==> src/rtl/regfile_sb_pkg.sv <==
// Shared types and default sizing for the scoreboarded register file.
// The FSM only distinguishes the power-up zeroing sweep from normal operation.
package regfile_sb_pkg;

    localparam int DEFAULT_DATA_W = 16;
    localparam int DEFAULT_ADDR_W = 4;

    typedef enum logic {
        INIT,
        RUN
    } state_t;

endpackage

==> src/rtl/regfile_scoreboard.sv <==
// Pending-write scoreboard: one bit per register, set on issue, cleared on writeback.
// A same-cycle writeback to a source hides its hazard.
module regfile_scoreboard
    import regfile_sb_pkg::*;
#(
    parameter int ADDR_W  = DEFAULT_ADDR_W,
    parameter bit R0_ZERO = 1'b1
) (
    input  logic              clk,
    input  logic              rst,
    input  logic              run,
    input  logic              iss_en,
    input  logic [ADDR_W-1:0] iss_rd,
    input  logic              wr_en,
    input  logic [ADDR_W-1:0] wr_addr,
    input  logic [ADDR_W-1:0] rs1,
    input  logic [ADDR_W-1:0] rs2,
    output logic              rs1_busy,
    output logic              rs2_busy
);

    localparam int NREGS = 2 ** ADDR_W;

    logic [NREGS-1:0] pending_q;
    logic [NREGS-1:0] pending_d;

    // Clear is applied before set so a simultaneous issue to the same register wins.
    always_comb begin
        pending_d = pending_q;
        if (run) begin
            if (wr_en) begin
                pending_d[wr_addr] = 1'b0;
            end
            if (iss_en && !(R0_ZERO && (iss_rd == '0))) begin
                pending_d[iss_rd] = 1'b1;
            end
        end
    end

    always_ff @(posedge clk) begin
        if (rst) begin
            pending_q <= '0;
        end else begin
            pending_q <= pending_d;
        end
    end

    always_comb begin
        rs1_busy = run && pending_q[rs1] && !(wr_en && (wr_addr == rs1));
        rs2_busy = run && pending_q[rs2] && !(wr_en && (wr_addr == rs2));
    end

endmodule

==> src/rtl/regfile_sb.sv <==
// Register file with two bypassed async read ports, one write port, a zeroing
// sweep after reset, and a pending-write scoreboard for hazard detection.
module regfile_sb
    import regfile_sb_pkg::*;
#(
    parameter int DATA_W  = DEFAULT_DATA_W,
    parameter int ADDR_W  = DEFAULT_ADDR_W,
    parameter bit R0_ZERO = 1'b1
) (
    input  logic              clk,
    input  logic              rst,
    input  logic [ADDR_W-1:0] rs1,
    input  logic [ADDR_W-1:0] rs2,
    output logic [DATA_W-1:0] rs1_data,
    output logic [DATA_W-1:0] rs2_data,
    output logic              rs1_busy,
    output logic              rs2_busy,
    output logic              rs1_neg,
    output logic              rs1_zero,
    input  logic              wr_en,
    input  logic [ADDR_W-1:0] wr_addr,
    input  logic [DATA_W-1:0] wr_data,
    input  logic              iss_en,
    input  logic [ADDR_W-1:0] iss_rd,
    output logic              ready
);

    localparam int NREGS = 2 ** ADDR_W;

    state_t            state_q;
    state_t            state_d;
    logic [ADDR_W-1:0] idx_q;
    logic [ADDR_W-1:0] idx_d;
    logic              ready_q;
    logic              ready_d;

    logic [DATA_W-1:0] regs_q [NREGS];

    logic              mem_we;
    logic [ADDR_W-1:0] mem_addr;
    logic [DATA_W-1:0] mem_wdata;
    logic              run;

    assign run = (state_q == RUN) && !rst;

    // The sweep and normal writeback share the single storage write port.
    always_comb begin
        state_d   = state_q;
        idx_d     = idx_q;
        ready_d   = ready_q;
        mem_we    = 1'b0;
        mem_addr  = idx_q;
        mem_wdata = '0;
        case (state_q)
            INIT: begin
                mem_we = 1'b1;
                idx_d  = idx_q + ADDR_W'(1);
                if (idx_q == ADDR_W'(NREGS - 1)) begin
                    state_d = RUN;
                    ready_d = 1'b1;
                end
            end
            RUN: begin
                if (wr_en && !(R0_ZERO && (wr_addr == '0))) begin
                    mem_we    = 1'b1;
                    mem_addr  = wr_addr;
                    mem_wdata = wr_data;
                end
            end
            default: begin
                state_d = INIT;
                ready_d = 1'b0;
            end
        endcase
    end

    always_ff @(posedge clk) begin
        if (rst) begin
            state_q <= INIT;
            idx_q   <= '0;
            ready_q <= 1'b0;
        end else begin
            state_q <= state_d;
            idx_q   <= idx_d;
            ready_q <= ready_d;
        end
    end

    // Contents are zeroed only by the sweep; reset merely restarts it.
    always_ff @(posedge clk) begin
        if (!rst && mem_we) begin
            regs_q[mem_addr] <= mem_wdata;
        end
    end

    always_comb begin
        rs1_data = '0;
        rs2_data = '0;
        if (run) begin
            if (wr_en && (wr_addr == rs1)) begin
                rs1_data = wr_data;
            end else begin
                rs1_data = regs_q[rs1];
            end
            if (wr_en && (wr_addr == rs2)) begin
                rs2_data = wr_data;
            end else begin
                rs2_data = regs_q[rs2];
            end
            if (R0_ZERO && (rs1 == '0)) begin
                rs1_data = '0;
            end
            if (R0_ZERO && (rs2 == '0)) begin
                rs2_data = '0;
            end
        end
    end

    always_comb begin
        rs1_neg  = rs1_data[DATA_W-1];
        rs1_zero = !rst && (rs1_data == '0);
        ready    = ready_q && !rst;
    end

    regfile_scoreboard #(
        .ADDR_W  (ADDR_W),
        .R0_ZERO (R0_ZERO)
    ) u_scoreboard (
        .clk      (clk),
        .rst      (rst),
        .run      (run),
        .iss_en   (iss_en),
        .iss_rd   (iss_rd),
        .wr_en    (wr_en),
        .wr_addr  (wr_addr),
        .rs1      (rs1),
        .rs2      (rs2),
        .rs1_busy (rs1_busy),
        .rs2_busy (rs2_busy)
    );

endmodule
==> config.mk <==
export PLATFORM = sky130hd
export DESIGN_NAME = regfile_sb
export DESIGN_NICKNAME = d
export VERILOG_FILES = /design/src/rtl/regfile_sb_pkg.sv /design/src/rtl/regfile_scoreboard.sv /design/src/rtl/regfile_sb.sv
export SDC_FILE = /design/constraint.sdc
export NUM_CORES = 1
export LEC_CHECK = 0
export CAP_MARGIN = 40
export CORE_MARGIN = 5
export CORE_UTILIZATION = 40
export CTS_CLUSTER_DIAMETER = 200
export DETAILED_ROUTE_END_ITERATION = 12
export HOLD_SLACK_MARGIN = 0.06
export SLEW_MARGIN = 20
export SYNTH_ARGS = -nofsm -noshare
export SYNTH_HDL_FRONTEND = slang
export SYNTH_HIERARCHICAL = 1
export SYNTH_SLANG_ARGS = --single-unit
export TNS_END_PERCENT = 10
==> constraint.sdc <==
create_clock -name clk -period 7.5 [get_ports clk]
set_input_delay 1.5 -clock clk [delete_from_list [all_inputs] [get_ports clk]]
set_output_delay 1.5 -clock clk [all_outputs]
set_load 0.005 [all_outputs]
==> results of run 1 <==
[cell usage after synthesis, drive strengths merged, types with 14 or more instances]
master | instances | area [sq um]
buf | 35 | 211
mux2i | 25 | 250
a22o | 14 | 123
edfxtp | 256 | 7690
nand2 | 41 | 154
o21ai | 17 | 85.1
dfxtp | 22 | 440
a21oi | 18 | 90.1
clkbuf | 23 | 86.3
nor2 | 50 | 188
xor2 | 14 | 123
a22oi | 28 | 210
and2 | 18 | 113
mux4 | 150 | 3430
[cell type report]
cell class | instances | area (sq um)
Tap cell | 455 | 569
Timing Repair Buffer | 109 | 1080
Multi-Input combinational cell | 453 | 5450
Fill cell | 2879 | 18200
Sequential cell | 278 | 8130
Clock inverter | 16 | 143
Inverter | 2 | 7.51
Clock buffer | 35 | 748
[routing by layer]
layer,GRT usage (%),wire length (microns),up-vias,share of wire (%)
met5,0,0,-,0
met4,5.97,1010,0,2.6
met3,3.92,3000,52,7.7
met2,31.5,18300,384,47
met1,28.4,16500,4394,42
li1,-,-,3490,-
[worst register-to-register path: cells and delay by family, from the launching register on]
| kind | cells | cell delay [ns] |
|---|---|---|
| mux | 1 | 0.31 |
| buf+inv | 1 | 0.37 |
| simple gates | 4 | 1.47 |
| flops | 1 | 0.48 |
[stage by stage]
| step | hold slack (ns) | utilization (%) |
|---|---|---|
| after floorplan | 0.429 | - |
| after global placement | 0.447 | 44.1 |
| after detailed placement | 0.453 | 44.2 |
| after CTS | 0.468 | 46.8 |
| after global routing | 0.476 | 47.0 |
| final | 0.474 | 47.0 |
[kinds of logic (layout without fill, tap and decap cells)]
group                      count (synthesis)  count (layout)  share of synthesized area (%)
and+or+nand+nor                          160             160                           5.86
buffers and inverters                     60             162                           2.22
DFF                                      278             278                           59.0
xor gates and xnor gates                  19              19                           1.21
muxes                                    176             176                           26.8
adders and majority gates                  1               1                         0.0908
AOI/OAI and AO/OA                         97              97                           4.88
[flip-flops by register name (all words and copies together) (netlist names)]
name	count
state_q	1
u_scoreboard/pending_q	16
ready_q	1
regs_q	256
idx_q	4
[power by group through the flow]
stage               clock (W)  combinational (W)  sequential [W]
floorplan                   0           0.000176         0.00173
global placement            0           0.000277         0.00173
detailed placement          0           0.000277         0.00173
CTS                   0.00140           0.000278         0.00170
global route          0.00146           0.000297         0.00170
finish                0.00138           0.000279         0.00170
[worst max path at each step]
stage | from | endpoint | cells after the start
2_1_floorplan | rs1[1] | rs1_zero | 9
3_3_place_gp | rs1[2] | rs1_zero | 8
3_5_place_dp | rs1[2] | rs1_zero | 9
4_1_cts | rs1[2] | rs1_zero | 9
5_1_grt | rs1[2] | rs1_zero | 9
6_report | rs1[2] | rs1_zero | 9
==> run metrics, run 1 <==
Min Clock Period, post-route 6.35 ns; R2R cell count 6; Distinct cells, synth 48; hold path start ready_q; most instantiated flip-flop cell in the synthesis netlist sky130_fd_sc_hd__edfxtp_1; worst reg-to-reg setup slack 4.52 ns; Crit Reg-Reg Endpoint regs_q[0][13]; slew at the pin with the worst max-slew slack 0.866 ns; status finished clean; sequential share of power 50.6%; maximum count of clock buffers along a single path 3; number of synthesized flops with an enable pin 256; Yosys warnings 6; synthesized netlist net count 828; Logic pwr share 8.3%; most common cell after layout, fill and taps aside sky130_fd_sc_hd__edfxtp_1; placed cell count 1,292; achievable frequency 0.158 GHz; Final Worst Setup Slack 1.15 ns; worst-path cell with the longest stage delay sky130_fd_sc_hd__clkdlybuf4s50_1; setup-violating endpoint count in the final report 0; final routed wire length divided by cell count 28.8 microns; reg-to-reg startpoint state_q; net switching power 0.000738 W; # resized after CTS 0; count of unresolved DRC violations after routing 0; drt total wl 38,800 microns; CTS H-tree lvls 1; Total Power 0.00336 W; Worst-Skew Late Latency 0.56 ns; via count 8,320; maximum number of pins on one net before global-route repair 41; Clock Skews 0.0247 ns; overall routing resource usage 20.0%; number of global-route vias before repair 8,315; DIE AREA 38,300 sq um; flop and latch count out of synthesis 278; Top delay family on crit path buffers and inverters; Antenna Nets Post-Route 0; highest-count cells in the layout ignoring fill and taps sky130_fd_sc_hd__edfxtp_1 (256), sky130_fd_sc_hd__mux4_2 (137), sky130_fd_sc_hd__clkdlybuf4s50_1 (67); area of the core region 34,300 sq um; height of the chip 196 microns; type of element launching the critical path input port; Syn Inst Count 791; number of antenna violations at the first check in global routing 0; required time of the worst setup path 6.00 ns; normalized max-slew margin 42.1%; placer congestion estimate 0.808; number of standard cells in the final layout excluding fillers 1,348; final worst path period share 84.6%; Max rail drop VDD 0.150 mV; Critical Path, Cell by Cell clkdlybuf4s50_1 > buf_4 > o41ai_2 > nor3_2 > buf_4 > a221o_1 > nor4b_2 > and4_1 > clkdlybuf4s50_1; starting density of the core 40.2%; global-route wire length before repair 56,500 microns; # diodes 0; count of endpoints failing hold in the final timing report 0; Worst-path clk slew 0.07 ns; Top-Level Pins 73; worst min path class reg2reg; fraction of layout instances using a drive strength above 1 27.0%; residual overflow from global routing 0; CTS hold repair buffers 0; Port Buf Inserts 72; CTS sink count 278; half-perimeter wire length of the detailed placement result 23,800 microns; switching share of power 22.0%; Area growth syn-to-layout 17.0%; post-layout instance area 16,100 sq um; cell area after synthesis 13,800 sq um; cell chosen for the clock root sky130_fd_sc_hd__clkbuf_16; detailed router's first-iteration violation count 764; Final Max Tran Viols 0; arrival time worst endpoint 4.85 ns; Worst Hold End ready_q; static power due to leakage 5.55 nW; number of setup buffers added after CTS 0; number of CTS-inserted buffers 29; PwrDens 208 nW/um^2; worst setup path class in2out; Critical Path Max Stage Delay 0.67 ns; critical path fanouts, max 16; Die Span X 196 microns; pre-CTS setup slack 1.23 ns; vias per cell 6.17; mean instance size in the synthesized netlist 17.4 sq um; Net count, final 910; part of the Yosys area used for sequential elements 59.0%; max capacitance violation total 0; Placement Cell Area 15,100 sq um; FP Rows 68; worst hold path stage count 2; category of the worst setup path capture point output port; internal power contribution 0.00262 W; Total Neg Setup Slack 0 ns; Bufs and invs on worst path 4; CTS tree done; setup repair after global routing missed its margin no; clock group share of total power 41.1%; TritonRoute pass-1 iters 5; fraction of registers with async set or reset after synthesis 0%
Power figures use the tool's default switching activity.
==> inputs of run 2 (changes only) <==
- clock period: 7.5 -> 6.4 ns (I/O delays scaled with it)
==> run 2 against run 1 <==
  * Non-clock buffer count increased by 13
  * Die area unchanged
  * Worst setup slack worse by 0.52 ns
  * Core utilization rose by 0.19 points
  * Combinational power increased by 18%
  * Register-to-register slack worse by 0.86 ns
  * Global-route usage is 0.080 points higher
  * First-iteration DRC count is 3.1% higher
  * Hold slack worse by 0.0049 ns
  * Largest power group unchanged
==> run metrics, run 2 (same netlist as run 1, synthesis figures left out) <==
Min Clock Period, post-route 5.77 ns; setup repair after global routing missed its margin no; Placement Cell Area 15,200 sq um (+0.60%); highest-count cells in the layout ignoring fill and taps sky130_fd_sc_hd__edfxtp_1 (256), sky130_fd_sc_hd__mux4_2 (137), sky130_fd_sc_hd__clkdlybuf4s50_1 (67); residual overflow from global routing 0 (unchanged); type of element launching the critical path input port; Bufs and invs on worst path 4 (unchanged); placed cell count 1,310 (+1.4%); Top-Level Pins 73 (unchanged); normalized max-slew margin 52.2% (+10 points); status finished clean; hold path start ready_q; internal power contribution 0.00313 W (+20%); Hold WS 0.469 ns (-0.00494 ns); # diodes 0 (unchanged); number of antenna violations at the first check in global routing 0 (unchanged); CTS sink count 278 (unchanged); detailed router's first-iteration violation count 788 (+3.1%); final worst path period share 90.2%; max capacitance violation total 0 (unchanged); R2R cell count 7 (+1); largest registers regs_q: 256 flops, u_scoreboard/pending_q: 16 flops, idx_q: 4 flops; category of the worst setup path capture point output port; Die Span X 196 microns (unchanged); PwrDens 248 nW/um^2 (+19%); CTS H-tree lvls 1 (unchanged); starting density of the core 40.2% (unchanged); worst min path class reg2reg; maximum number of pins on one net before global-route repair 41 (unchanged); number of global-route vias before repair 8,544 (+2.8%); net switching power 0.000881 W (+19%); GRT met1 Usage 28.7% (+0.24 points); FP Rows 68 (unchanged); Antenna Nets Post-Route 0 (unchanged); Critical Path, Cell by Cell clkdlybuf4s50_1 > buf_4 > o41ai_2 > nor3_2 > buf_4 > a221o_1 > nor4b_2 > and4_1 > clkdlybuf4s50_1; placer congestion estimate 0.769 (-4.8%); # resized after CTS 0 (unchanged); height of the chip 196 microns (unchanged); switching share of power 22.0% (-0.034 points); pre-CTS setup slack 0.629 ns (-0.599 ns); number of CTS-inserted buffers 30 (+3.4%); Top delay family on crit path buffers and inverters; Area growth syn-to-layout 17.5%; cell chosen for the clock root sky130_fd_sc_hd__clkbuf_16; count of unresolved DRC violations after routing 0 (unchanged); post-layout instance area 16,200 sq um (+0.41%); Logic pwr share 8.2% (about the same); achievable frequency 0.173 GHz; sequential share of power 49.6% (-1.0 points); count of endpoints failing hold in the final timing report 0 (unchanged); register ranked first by flip-flop count regs_q; Net count, final 924 (+1.5%); static power due to leakage 5.63 nW (+1.5%); final routed wire length divided by cell count 28.6 microns (-0.59%); clock group share of total power 42.3% (+1.2 points); number of setup buffers added after CTS 0 (unchanged); Worst Hold End ready_q; worst setup path class in2out; number of standard cells in the final layout excluding fillers 1,365 (+1.3%); DIE AREA 38,300 sq um (unchanged); Top Usage Layer GRT met2; critical path fanouts, max 16 (unchanged); maximum count of clock buffers along a single path 3 (unchanged); fraction of layout instances using a drive strength above 1 28.6% (+1.6 points); CTS tree done; worst hold path stage count 2 (unchanged); half-perimeter wire length of the detailed placement result 24,000 microns (+0.80%); global-route wire length before repair 57,000 microns (+0.81%); worst reg-to-reg setup slack 3.66 ns (-0.86 ns); Total Neg Setup Slack 0 ns (unchanged); most common cell after layout, fill and taps aside sky130_fd_sc_hd__edfxtp_1; Crit Reg-Reg Endpoint regs_q[5][6]; Worst-Skew Late Latency 0.55 ns (about the same); drt total wl 39,100 microns (+0.66%); arrival time worst endpoint 4.49 ns (-0.36 ns); setup-violating endpoint count in the final report 0 (unchanged); reg-to-reg startpoint state_q; Worst-path clk slew 0.06 ns (about the same); Clock Skews 0.00639 ns (-0.0183 ns); overall routing resource usage 20.0% (+0.080 points); via count 8,346 (+0.31%); Max rail drop VDD 0.184 mV (+23%); worst-path cell with the longest stage delay sky130_fd_sc_hd__clkdlybuf4s50_1; Final Max Tran Viols 0 (unchanged); global-route met3 utilization 4.24% (+0.33 points); Port Buf Inserts 72 (unchanged); vias per cell 6.11 (-0.94%); number of flip-flops under the largest register name 256 (unchanged); required time of the worst setup path 5.12 ns (-0.88 ns); area of the core region 34,300 sq um (unchanged); Critical Path Max Stage Delay 0.59 ns (-0.08 ns); TritonRoute pass-1 iters 5 (unchanged); slew at the pin with the worst max-slew slack 0.717 ns (-0.149 ns); Final Worst Setup Slack 0.630 ns (-0.524 ns); CTS hold repair buffers 0 (unchanged); met2 demand-to-capacity share in global routing 32.2% (+0.74 points)
-- run 2: cell count changes in the layout (fill, tap and decap cells not counted), sizes merged --
cell	delta
buf	+13
clkbuf	+3
clkinv	+1
-- run 2: how the worst max path moves through the flow --
stage	startpoint	end	slack (ns)	cells after the start
2_1_floorplan	rs1[1]	rs1_zero	1.97	9
3_3_place_gp	rs1[2]	rs1_zero	0.56	9
3_5_place_dp	rs1[2]	rs1_zero	0.63	9
4_1_cts	rs1[2]	rs1_zero	0.62	9
5_1_grt	rs1[2]	rs1_zero	0.48	9
6_report	rs1[2]	rs1_zero	0.63	9
-- run 2: metal layers --
layer  vias up  routed length [microns]  part of all wire (%)
met5         -                        0                     0
met4         0                      623                   1.6
met3        44                     3390                   8.7
met2       401                    18600                    48
met1      4388                    16400                    42
li1       3513                        -                     -
-- run 2: area by class of cell --
type,count,area (sq um)
Clock inverter,17,158
Multi-Input combinational cell,453,5400
Clock buffer,38,802
Timing Repair Buffer,122,1130
Inverter,2,7.51
Sequential cell,278,8130
Tap cell,455,569
Fill cell,2902,18100
-- run 2: power by group through the flow --
stage,combinational [W],sequential (W),clock (W)
after floorplan,0.000207,0.00202,0
after global placement,0.000327,0.00203,0
after detailed placement,0.000328,0.00203,0
after CTS,0.000329,0.00199,0.00172
after global routing,0.000347,0.00199,0.00180
final,0.000328,0.00199,0.00169
-- run 2: metrics by stage --
step,total power [W],utilization (%)
floorplan,0.00223,-
global placement,0.00235,44.4
detailed placement,0.00235,44.4
CTS,0.00404,47.2
global route,0.00414,47.2
finish,0.00401,47.2
-- run 2: tightest hold or removal path, cell delays in order (launching register included) --
cell and delay [ns]:
sky130_fd_sc_hd__dfxtp_1 0.32, sky130_fd_sc_hd__a31oi_1 0.04, sky130_fd_sc_hd__nor2_1 0.07
==> inputs of run 3 (changes only) <==
- ABC_CLOCK_PERIOD_IN_PS: default -> 6400
==> results of run 3 <==
The final DEF is identical to that of run 2; final timing and power are the same.
==> RTL change (settings of run 2) <==
`R0_ZERO` is set to 1'b1 in 2 places; all go to 1'b0.
--- a/src/rtl/regfile_scoreboard.sv
+++ b/src/rtl/regfile_scoreboard.sv
@@ -4,7 +4,7 @@
     import regfile_sb_pkg::*;
 #(
     parameter int ADDR_W  = DEFAULT_ADDR_W,
-    parameter bit R0_ZERO = 1'b1
+    parameter bit R0_ZERO = 1'b0
 ) (
     input  logic              clk,
     input  logic              rst,
--- a/src/rtl/regfile_sb.sv
+++ b/src/rtl/regfile_sb.sv
@@ -5,7 +5,7 @@
 #(
     parameter int DATA_W  = DEFAULT_DATA_W,
     parameter int ADDR_W  = DEFAULT_ADDR_W,
-    parameter bit R0_ZERO = 1'b1
+    parameter bit R0_ZERO = 1'b0
 ) (
     input  logic              clk,
     input  logic              rst,
Behaviour: no difference found for any inputs over 10 cycles, from zero or initial values and one cycle with rst high; that may be too few to reach the edited logic, so the function may still have changed.
==> RTL change against run 2 <==
Synthesized area hardly changed; highest routed layer unchanged; hold slack improved by 18 ps; design area hardly changed; sequential cell count unchanged; critical path type unchanged; wire length fell by 0.38%; total power grew 1.8%; synthesized cell count increased by 3.4%; setup slack lost 9.1 ps.
==> RTL change: results (changes against run 2) <==
[layout]
nNetsFinal = 944  ; +2.2%
drive_gt1_frac = 0.278  ; -0.00800
antenna_cells = 0  ; unchanged
nFillCells = 2911  ; +0.31%
top_regs = regs_q x256, u_scoreboard/pending_q x16, idx_q x4

[global_routing]
grt_use_total = 0.200  ; about the same
grt_pass1_wl_um = 56700  ; -0.45%
grt_pass1_vias = 8278  ; -3.1%
grt_max_degree = 49  ; +20%
antenna_found_initial = 0  ; unchanged

[sta]
tns_ps = 0  ; unchanged
worstMarginPinSlew_ps = 831  ; +114 ps
finalClockSkew_ps = 14.6  ; +8.23 ps

[drt]
met3_length_um = 2610  ; -23%
drt-met1-wl_um = 16000  ; -2.3%
via_per_inst = 6.05  ; -1.1%
vias = 8367  ; +0.25%
routed-wl-met2_um = 19700  ; +5.6%
routedWlPerCell_um = 28.1  ; -1.8%
drtIter0Drc = 892  ; +13%
top_layer = met4

[synth]
yosys-top-cells-area = edfxtp_1 (56%), mux4_2 (23%), dfxtp_1 (3.2%)
yosysSeqAreaShare = 0.590  ; about the same
ys_top_cells_by_count = edfxtp_1 (256), mux4_2 (142), nor2_1 (55), nand2_1 (40), mux2i_1 (37)
synth_cell_types = 48  ; unchanged
syn-num-nets = 855  ; +3.3%
synth_edf_count = 256  ; unchanged
synth-warning-count = 6  ; unchanged
ys.flop_type = edfxtp_1
synthArstFlopShare = 0  ; unchanged
syn_avg_cell_area_um2 = 16.8  ; -3.3%

[placement]
place.gp.congestion = 0.791  ; +2.8%
dp.final_hpwl_um = 24300  ; +1.2%
placed_cells = 1329  ; +1.5%

[power_and_ir_drop]
p_leak_nw = 5.10  ; -9.5%
irDropWorstVdd_mv = 0.223  ; +21%

[clock_tree]
cts_setup_buffers = 0  ; unchanged
ctsResizeCount = 0  ; unchanged
htree_levels = 1  ; unchanged
root_buffer = clkbuf_16
clock_latency_ps = 560
numCtsBuffers = 30  ; unchanged
clk_pin_slew_ps = 60  ; about the same

[hold_path]
hold_path.class = flip-flop to flip-flop

[setup_path]
cp_max_fo = 11  ; -5
cp.arrival_ps = 4500  ; about the same

[run_status]
status = finished, final reports clean

[RTL change: cell types whose count changed in the layout (fill, tap and decap cells not counted), sizes merged, moves of 10 or more]
cell,before,now
a22oi,28,0
and3,1,17
nand3,10,24
mux2i,25,37
o21ai,17,28
and2,18,8
[RTL change: where the power goes]
group	total (mW)	internal, mW	leakage (nW)	switching, mW
logic	0.334	0.157	2.30	0.177
clock network	1.76	1.06	0.490	0.700
registers	1.99	1.98	2.31	0.0109
[RTL change: critical path: stages]
cell,delay (ps)
clkdlybuf4s50_1,700
xnor2_1,170
nand3_1,220
o21a_1,300
buf_4,220
o211a_1,140
a2111o_1,380
nor4_1,240
buf_4,180
and3_1,160
clkdlybuf4s50_1,490
[RTL change: per-layer routing]
layer	up-vias	GRT usage
li1	3566	-
met1	4444	0.281
met2	316	0.344
met3	41	0.0261
met4	0	0.0334
met5	-	0
[RTL change: layout make-up]
cell class	count	area (um2)	share of cell area
flip-flops and latches	278	8130	0.502
clock buffers	35	769	0.0475
clock inverters	19	228	0.0141
multi-input cells	473	5380	0.332
inverters	7	26.3	0.00162
repair buffers	117	1090	0.0675
well taps	455	569	0.0352
[RTL change: kinds of logic after synthesis]
| logic type | Yosys count | share of synthesized area |
|---|---|---|
| muxes | 185 | 0.268 |
| adders and majority gates | 1 | 0.000908 |
| DFF | 278 | 0.590 |
| and+or+nand+nor | 176 | 0.0613 |
| buffers and inverters | 67 | 0.0230 |
| AOI/OAI and AO/OA | 93 | 0.0450 |
| xor gates and xnor gates | 18 | 0.0114 |
[RTL change: worst paths after layout]
path,start,to,slack [ps],cells past startpoint
max reg2reg,state_q,regs_q[10][14],3490,7
min,u_scoreboard/pending_q[11],u_scoreboard/pending_q[11],490,2
min reg2reg,u_scoreboard/pending_q[11],u_scoreboard/pending_q[11],490,2
max,rs1[3],rs1_zero,620,11
[RTL change: through the flow]
step                total power, mW  hold WS (ps)   util  area (um2)  setup slack, ps
floorplan                      2.24           429      -       13800             1780
global placement               2.36           471  0.442       15200              673
detailed placement             2.37           477  0.442       15200              682
CTS                            4.11           485  0.472       16200              646
global route                   4.21           505  0.472       16200              456
finish                         4.08           487  0.472       16200              621
